===== config.mk =====
export PLATFORM = sky130hd
export DESIGN_NAME = filt_mem_pe_sync
export DESIGN_NICKNAME = d
export VERILOG_FILES = /design/src/rtl/filt_mem_pe_sync.sv
export SDC_FILE = /design/constraint.sdc
export NUM_CORES = 1
export LEC_CHECK = 0
export ABC_AREA = 1
export BUFFER_PORTS_ARGS = -buffer_cell sky130_fd_sc_hd__buf_4
export CORE_MARGIN = 1
export CORE_UTILIZATION = 35
export CTS_BUF_LIST = sky130_fd_sc_hd__clkbuf_16
export DETAILED_ROUTE_END_ITERATION = 7
export PLACE_DENSITY = 0.6
export SYNTH_ARGS = -nofsm -noshare
export SYNTH_HDL_FRONTEND = slang
export SYNTH_SLANG_ARGS = --single-unit

===== constraint.sdc =====
create_clock -name clk -period 1.85 [get_ports clk]
set_clock_uncertainty 0.15 [all_clocks]
set_input_delay 0.185 -clock clk [delete_from_list [all_inputs] [get_ports clk]]
set_output_delay 0.185 -clock clk [all_outputs]
set_load 0.02 [all_outputs]

===== src/rtl/filt_mem_pe_sync.sv =====
// Filter-memory PE: holds one filter frame (plus one prefetched), streams its taps
// MSB-first to the local MAC for NUM_PASSES passes, then optionally forwards it.
module filt_mem_pe_sync #(
  parameter  int DWIDTH     = 8,
  parameter  int KTAPS      = 3,
  parameter  int NUM_PASSES = 3,
  parameter  int FORWARD_EN = 1,
  localparam int FWIDTH     = DWIDTH*KTAPS,
  localparam int TIW        = $clog2(KTAPS),
  localparam int PIW        = (NUM_PASSES > 1) ? $clog2(NUM_PASSES) : 1
) (
  input  logic              clk,
  input  logic              reset,
  input  logic              frame_in_valid,
  output logic              frame_in_ready,
  input  logic [FWIDTH-1:0] frame_in_data,
  output logic              tap_out_valid,
  input  logic              tap_out_ready,
  output logic [DWIDTH-1:0] tap_out_data,
  output logic [TIW-1:0]    tap_out_idx,
  output logic [PIW-1:0]    tap_out_pass,
  output logic              tap_out_last,
  output logic              frame_out_valid,
  input  logic              frame_out_ready,
  output logic [FWIDTH-1:0] frame_out_data
);

  typedef enum logic [1:0] {IDLE, STREAM, FORWARD} state_t;

  localparam bit            FWD      = (FORWARD_EN != 0);
  localparam logic [TIW-1:0] TAP_TOP = TIW'(KTAPS-1);
  localparam logic [PIW-1:0] PASS_TOP = PIW'(NUM_PASSES-1);

  state_t state, state_nxt;

  logic [KTAPS-1:0][DWIDTH-1:0] act_reg, pend_reg;
  logic                         act_full, pend_full;
  logic [TIW-1:0]               tap_idx;
  logic [PIW-1:0]               pass;

  logic in_xfer, tap_xfer, fwd_xfer, tap_last, complete;

  assign frame_in_ready = ~pend_full & ~reset;
  assign in_xfer        = frame_in_valid & frame_in_ready;
  assign tap_last       = (state == STREAM) && (tap_idx == '0) && (pass == PASS_TOP);
  assign tap_xfer       = (state == STREAM) & tap_out_ready;
  assign fwd_xfer       = (state == FORWARD) & frame_out_ready;
  // COMPLETE: frame done with this PE, either after its last tap or its forward
  assign complete       = (tap_xfer & tap_last & ~FWD) | fwd_xfer;

  always_ff @(posedge clk) begin
    if (reset) state <= IDLE;
    else       state <= state_nxt;
  end

  always_comb begin
    state_nxt = state;
    case (state)
      IDLE:    if (in_xfer) state_nxt = STREAM;
      STREAM:  if (tap_xfer && tap_last) begin
                 if (FWD)                        state_nxt = FORWARD;
                 else if (pend_full || in_xfer)  state_nxt = STREAM;
                 else                            state_nxt = IDLE;
               end
      FORWARD: if (frame_out_ready)
                 state_nxt = (pend_full || in_xfer) ? STREAM : IDLE;
      default: state_nxt = IDLE;
    endcase
  end

  always_comb begin
    tap_out_valid   = 1'b0;
    tap_out_data    = '0;
    tap_out_idx     = '0;
    tap_out_pass    = '0;
    tap_out_last    = 1'b0;
    frame_out_valid = 1'b0;
    frame_out_data  = '0;
    if (state == STREAM) begin
      tap_out_valid = act_full;
      tap_out_data  = act_reg[tap_idx];
      tap_out_idx   = tap_idx;
      tap_out_pass  = pass;
      tap_out_last  = tap_last;
    end
    if (state == FORWARD) begin
      frame_out_valid = 1'b1;
      frame_out_data  = act_reg;
    end
  end

  // A frame arriving on the COMPLETE edge bypasses the prefetch slot (which is empty then)
  always_ff @(posedge clk) begin
    if (reset) begin
      act_reg   <= '0;
      act_full  <= 1'b0;
      pend_reg  <= '0;
      pend_full <= 1'b0;
      tap_idx   <= '0;
      pass      <= '0;
    end else begin
      if (in_xfer && (state == IDLE || complete)) begin
        act_reg  <= frame_in_data;
        act_full <= 1'b1;
        tap_idx  <= TAP_TOP;
        pass     <= '0;
      end else if (complete && pend_full) begin
        act_reg   <= pend_reg;
        pend_full <= 1'b0;
        tap_idx   <= TAP_TOP;
        pass      <= '0;
      end else if (complete) begin
        act_full <= 1'b0;
      end else if (tap_xfer && !tap_last) begin
        if (tap_idx == '0) begin
          tap_idx <= TAP_TOP;
          pass    <= pass + PIW'(1);
        end else begin
          tap_idx <= tap_idx - TIW'(1);
        end
      end
      if (in_xfer && state != IDLE && !complete) begin
        pend_reg  <= frame_in_data;
        pend_full <= 1'b1;
      end
    end
  end

endmodule

==> reports/summary.txt, run 1 <==
Status: finished clean
Core ar.: 7890 um^2
Unrepaired setup endpoints after global routing: false
Compound-Gate Fraction of Synth Area: 0.101
Root buffer cell: clkbuf_16
Global route total overflow: 0
Maximum vdd drop: 331 uV
Dpl hpwl: 5200 um
Die height: 93.2 um
Hold Fails Final Rpt: 0
Post-synth design cell area: 2910 um^2
Routed WL: 7450 um
Core Util, Final: 0.467
First-pass GRT wire length: 12400 um
Yosys top cell by area: dfxtp_1
Worst-margin pin slew: 0.511 ns
Crit path launch type: register
CTS tree: done
Post-Synth Adder-Cell Area: 0.0129
Num rows: 32
Antenna viol nets, final: 0
Diode count: 0
Die span in x: 93.2 um
Max-Cap Viols: 0
H-tree Lvls: 2
Post-Synth XOR/XNOR Area: 0
Slowest cell on crit path: dfxtp_2
P&R area growth vs syn: 26.7%
IO Pins: 69
P_leak: 1.70 nW
Post-synthesis mux area share: 0
Critical path's largest stage delay: 0.35 ns
Total power: 2.54 mW
Sequential-to-total area share from yosys stat: 0.385
Min Tclk post-route: 1.75 ns
Reg clk slew, reported paths: 0.07 ns
Top cell type's share of synthesized area: 0.385
Filler cell count: 838
WP data required: 1.51 ns
Synth Register Bits: 56
Syn. warnings: 0
Syn Inst Count: 448
Fmax: 571 MHz
DRC: 0
Tcrit/Tclk final: 0.947
CTS Buf Count: 5
TNS Setup: 0 ns
Crit path max fanout: 18
DIE AREA: 8680 um^2
Clk_lat worst skew: 0.29 ns
Critical path cell sequence: inv_2, buf_8, a21oi_1, o21ai_0, a21oi_1, buf_4
CP Data Arrival Time: 1.42 ns
Fraction of layout cells with a size suffix above 1: 0.201
Final setup fails: 0
Via/cell ratio: 4.60
Buffers on Ports: 68
Critical Path End Type: output pin
Kind of critical path: reg2out
Mean routed wirelength per cell: 12.0 um
Relative slew margins: 0.658
DRT Pass-1 Iters: 4
Crit-path most repeated cell: a21oi_1
Critical path's top delay family: compound AO/OA/AOI/OAI gates
Total power per unit cell area: 689 nW/um^2
Syn_area_per_cell: 6.50 um^2
Worst Hold Class: in2reg
Routed via count: 2854
GP Congestion: 0.835
Buffers and inverters on the worst path: 3
Initial antenna violation count: 0
Syn_nets: 480
Distinct cell type count after synthesis: 25
Clock buffer depth: 2
Final slew viol count: 0
GR Util All Layers: 0.179
Largest family of logic cells by synthesized area: simple AND/OR/NAND/NOR gates
Largest net degree at the start of global routing: 40
Starting Density: 0.369
Nets: 549
CTS sink count: 56
Number of DRC markers in iteration 0: 147
Synth area leaders: dfxtp_1, nand2_1, nor2_1
Number of global-route vias before repair: 2554
Synth Area in Simple Gates: 0.381
-- through the flow --
stage | area [um^2] | worst slack (ns) | hold slack [ns] | std cells
final | 3690 | 0.0990 | 0.00940 | 620
after global routing | 3690 | 0.0195 | 0.0174 | 620
after CTS | 3650 | 0.0243 | 0.00649 | 618
after detailed placement | 3430 | 0.201 | 0.275 | 601
after global placement | 3430 | 0.267 | 0.272 | 601
after floorplan | 2910 | 0.0867 | 0.104 | 448
-- cell usage in the layout (no fill, tap or decap) --
master           n
nor2_1          82
nand2_1        146
dfxtp_2          1
a21oi_2          2
clkbuf_16        5
nor2_2           2
inv_6            1
ha_1             3
nand2_4          1
dfxtp_4          1
nand3_1          2
buf_4           77
buf_8            1
nand2_2          2
nand3_2          1
dfxtp_1         54
dlygate4sd3_1    9
nand4_1         26
inv_2            6
o21ai_1          9
clkinv_1         2
o21bai_4         1
o21ai_0         25
a21oi_1         19
nor2_4           3
inv_1           37
-- synthesized netlist by cell type --
cell type and instances:
nand4_1 26, inv_1 36, o21bai_4 1, nor2_4 3
nand3_1 2, nor2_1 82, o21ai_0 26, o21ai_1 8
buf_2 1, nand2_1 146, dfxtp_1 56, nand2_2 2
a21oi_1 21, clkbuf_8 2, nor2_2 2, inv_2 5
clkinv_1 1, ha_1 3, nand3_2 1, nand2_4 1
clkbuf_1 8, inv_6 1, buf_1 2, buf_4 6
buf_6 6
-- power breakdown --
group / switching, mW / total, mW / internal [mW]
Sequential: 0.0364 / 1.30 / 1.26
Combinational: 0.203 / 0.348 / 0.145
Clock: 0.409 / 0.897 / 0.488
-- area by class of cell --
class	count	area (um^2)	share of cell area
Clock buffer	5	125	0.0339
Tap cell	102	128	0.0346
Sequential cell	56	1130	0.305
Inverter	43	166	0.0451
Multi-Input combinational cell	324	1450	0.393
Clock inverter	3	11.3	0.00305
Timing Repair Buffer	87	683	0.185
-- cells by family (layout without fill, tap and decap cells) --
kind of cell               Yosys count  in the layout
AOI/OAI and AO/OA                   56             56
adders and majority gates            3              3
buffers and inverters               68            138
DFF                                 56             56
and+or+nand+nor                    265            265
-- tightest hold or removal path: cells and delay by family --
kind            cells  cell delay [ns]
compound gates      1             0.07
simple gates        1             0.08
buf+inv             1             0.08
-- layer usage --
layer | GRT usage | share of wire | wire, um | vias up
li1 | - | - | - | 1542
met1 | 0.258 | 0.52 | 3900 | 1230
met2 | 0.277 | 0.42 | 3140 | 75
met3 | 0.0309 | 0.045 | 334 | 7
met4 | 0.0462 | 0.0098 | 73 | 0
met5 | 0 | 0 | 0 | -
-- worst paths after layout --
check / start / end / slack, ns / cells past startpoint
max: tap_idx[0]$_SDFFE_PP0P_ / tap_out_data[1] / 0.1 / 6
min: frame_in_data[10] / pend_reg[10]$_SDFFE_PP0P_ / 0.009 / 3
max reg2reg: state[1]$_SDFFE_PP0P_ / pend_reg[5]$_SDFFE_PP0P_ / 0.33 / 6
min reg2reg: act_full$_SDFFE_PP0P_ / act_full$_SDFFE_PP0P_ / 0.33 / 2
-- what timing repair did --
item / CTS / global route
endpoints found under the hold margin: 12 / 0
buffers inserted: 0 / 2
resized for setup: 2 / 7
endpoints found under the setup margin: 9 / 8
pin swaps: 0 / 2
hold buffers: 9 / 0
Power figures use the tool's default switching activity.
==> run 2, diff against run 1 <==
--- a/config.mk
+++ b/config.mk
@@ -11,7 +11,8 @@
 export CORE_UTILIZATION = 35
 export CTS_BUF_LIST = sky130_fd_sc_hd__clkbuf_16
 export DETAILED_ROUTE_END_ITERATION = 7
-export PLACE_DENSITY = 0.6
+export PLACE_DENSITY = 0.58
+export SETUP_SLACK_MARGIN = 0.4
 export SYNTH_ARGS = -nofsm -noshare
 export SYNTH_HDL_FRONTEND = slang
 export SYNTH_SLANG_ARGS = --single-unit
==> run 2 against run 1 <==
Effect of this change: the flow now finishes with violations (negative hold slack); final area increased by 52%; die area unchanged; wire length rose by 62%; combinational power up 84%; non-clock buffer count rose by 39; power up 19%; count of clock-buffer cells in the layout stayed put; hold slack lost 0.029 ns; sequential cell count unchanged; critical path depth decreased by 1; setup slack gained 0.017 ns; final cell count is 8.5% higher.
==> reports/summary.txt, run 2 (synthesis gave the netlist of run 1 again) <==
Minimum hold slack: -0.0193 ns
CTS Buf Count: 5
Cell total after placement: 598
Final setup fails: 0
Diode count: 0
Critical Path End Type: output pin
Max-Cap Viols: 0
Crit path max fanout: 7
Hold Fails Final Rpt: 4
Tcrit/Tclk final: 0.937
Final slew viol count: 0
P&R area growth vs syn: 92.8%
Flop pwr share: 0.435
Total power per unit cell area: 538 nW/um^2
Design Area, Final: 5610 um^2
Fraction of layout cells with a size suffix above 1: 0.539
Mean routed wirelength per cell: 18.0 um
Nets: 602
DRT Pass-1 Iters: 4
Routed WL: 12100 um
WP data required: 1.51 ns
Total power: 3.02 mW
Maximum vdd drop: 540 uV
Leading cell type in the layout, fill and taps excluded: nand2_1
Starting Density: 0.369
Global route total overflow: 0
Status: finished with violations
Critical path cell sequence: nor2_4, buf_12, nand2_2, a21oi_4, buf_6
Number of DRC markers in iteration 0: 161
CP Data Arrival Time: 1.40 ns
Via/cell ratio: 5.07
Relative slew margins: 0.821
Min Tclk post-route: 1.73 ns
Clock share of power: 0.353
First-pass GRT wire length: 16600 um
Kind of critical path: reg2out
Slowest cell on crit path: dfxtp_4
Switching Share: 0.287
Dpl hpwl: 5360 um
Final Non-Filler Cells: 673
Fmax: 577 MHz
Antenna viol nets, final: 0
Initial antenna violation count: 0
Buffers on Ports: 68
H-tree Lvls: 2
Clock buffer depth: 2
Num rows: 32
P_sw: 0.866 mW
P_leak: 2.42 nW
Crit path launch type: register
Reg clk slew, reported paths: 0.07 ns
Critical path's largest stage delay: 0.42 ns
Filler cell count: 565
Die height: 93.2 um
Internal power: 2.15 mW
CTS sink count: 56
Failing checks: negative hold slack
Unrepaired setup endpoints after global routing: true
Placed cell areas: 3560 um^2
Buffers and inverters on the worst path: 2
Number of global-route vias before repair: 3163
Clk_lat worst skew: 0.29 ns
GP Congestion: 0.781
Largest net degree at the start of global routing: 55
IO Pins: 69
Combinational fraction of design power: 0.212
Worst Hold Class: in2reg
Core ar.: 7890 um^2
Die span in x: 93.2 um
CTS tree: done
Most frequent cells in the layout: nand2_1, dfxtp_1, buf_6, buf_4, nand2_2
DRC: 0
Routed via count: 3413
GR Util All Layers: 0.250
DIE AREA: 8680 um^2
TNS Setup: 0 ns
Critical path's top delay family: flip-flops
Root buffer cell: clkbuf_16
Worst-margin pin slew: 0.269 ns
## run 2: cell types whose count changed in the layout (fill, tap and decap cells not counted), sizes merged
cell,change
buf,+41
bufinv,+1
clkbuf,+1
clkinv,+3
dlygate4sd3,-3
inv,+5
nand2,+4
nor2,+1
## run 2: worst paths after layout
| kind | start | end | slack [ns] | depth (start not counted) |
|---|---|---|---|---|
| worst min-delay path | frame_in_data[12] | pend_reg[12]$_SDFFE_PP0P_ | -0.02 | 3 |
| worst max-delay path | tap_idx[0]$_SDFFE_PP0P_ | tap_out_data[2] | 0.12 | 5 |
| worst min register to register | act_reg[3]$_SDFFE_PP0P_ | act_reg[3]$_SDFFE_PP0P_ | 0.33 | 2 |
| worst max register to register | state[0]$_SDFFE_PP0P_ | act_reg[9]$_SDFFE_PP0P_ | 0.17 | 9 |
## run 2: worst reg2reg max path, stage by stage (launching register included)
cell,delay (ns)
dfxtp_4,0.37
buf_6,0.11
o21bai_4,0.17
buf_12,0.14
nor2_4,0.20
clkbuf_16,0.22
nand2_2,0.05
nand2_1,0.06
nand2_1,0.06
nand2_1,0.09
## run 2: routing by layer
metal,global-route usage,share of wire,wire length (um)
met1,0.320,0.39,4690
met2,0.436,0.52,6340
met3,0.0358,0.058,698
met4,0.0679,0.031,380
met5,0,0,0
## run 2: final cells by class
type / count / area (um^2) / area share
clock buffers: 5 / 125 / 0.0223
well taps: 102 / 128 / 0.0227
repair buffers: 126 / 1510 / 0.270
repair inverters: 9 / 111 / 0.0198
multi-input cells: 329 / 2320 / 0.414
clock inverters: 3 / 38.8 / 0.00691
flip-flops and latches: 56 / 1130 / 0.202
inverters: 43 / 240 / 0.0428
## run 2: per-stage QoR
step	hold WS, ns	setup slack, ns	utilization
after floorplan	0.104	0.386	-
after global placement	0.264	0.244	0.452
after detailed placement	0.271	0.192	0.452
after CTS	0.000702	0.164	0.626
after global routing	0.00278	0.0983	0.711
final	-0.0193	0.116	0.711
## run 2: what timing repair did
| item | 4_1_cts | 5_1_grt |
|---|---|---|
| resized for setup | 183 | 145 |
| hold endpoints to repair | 9 | 0 |
| pin swaps | 49 | 46 |
| endpoints found under the setup margin | 93 | 93 |
| buffers inserted | 28 | 12 |
| cloned | 16 | 5 |
| hold buffers | 6 | 0 |
## run 2: power groups by stage
stage | logic [mW] | registers (mW) | clock network (mW)
CTS | 0.488 | 1.30 | 1.06
floorplan | 0.250 | 1.31 | 0
finish | 0.642 | 1.31 | 1.07
global route | 0.684 | 1.32 | 1.11
global placement | 0.351 | 1.32 | 0
detailed placement | 0.354 | 1.32 | 0
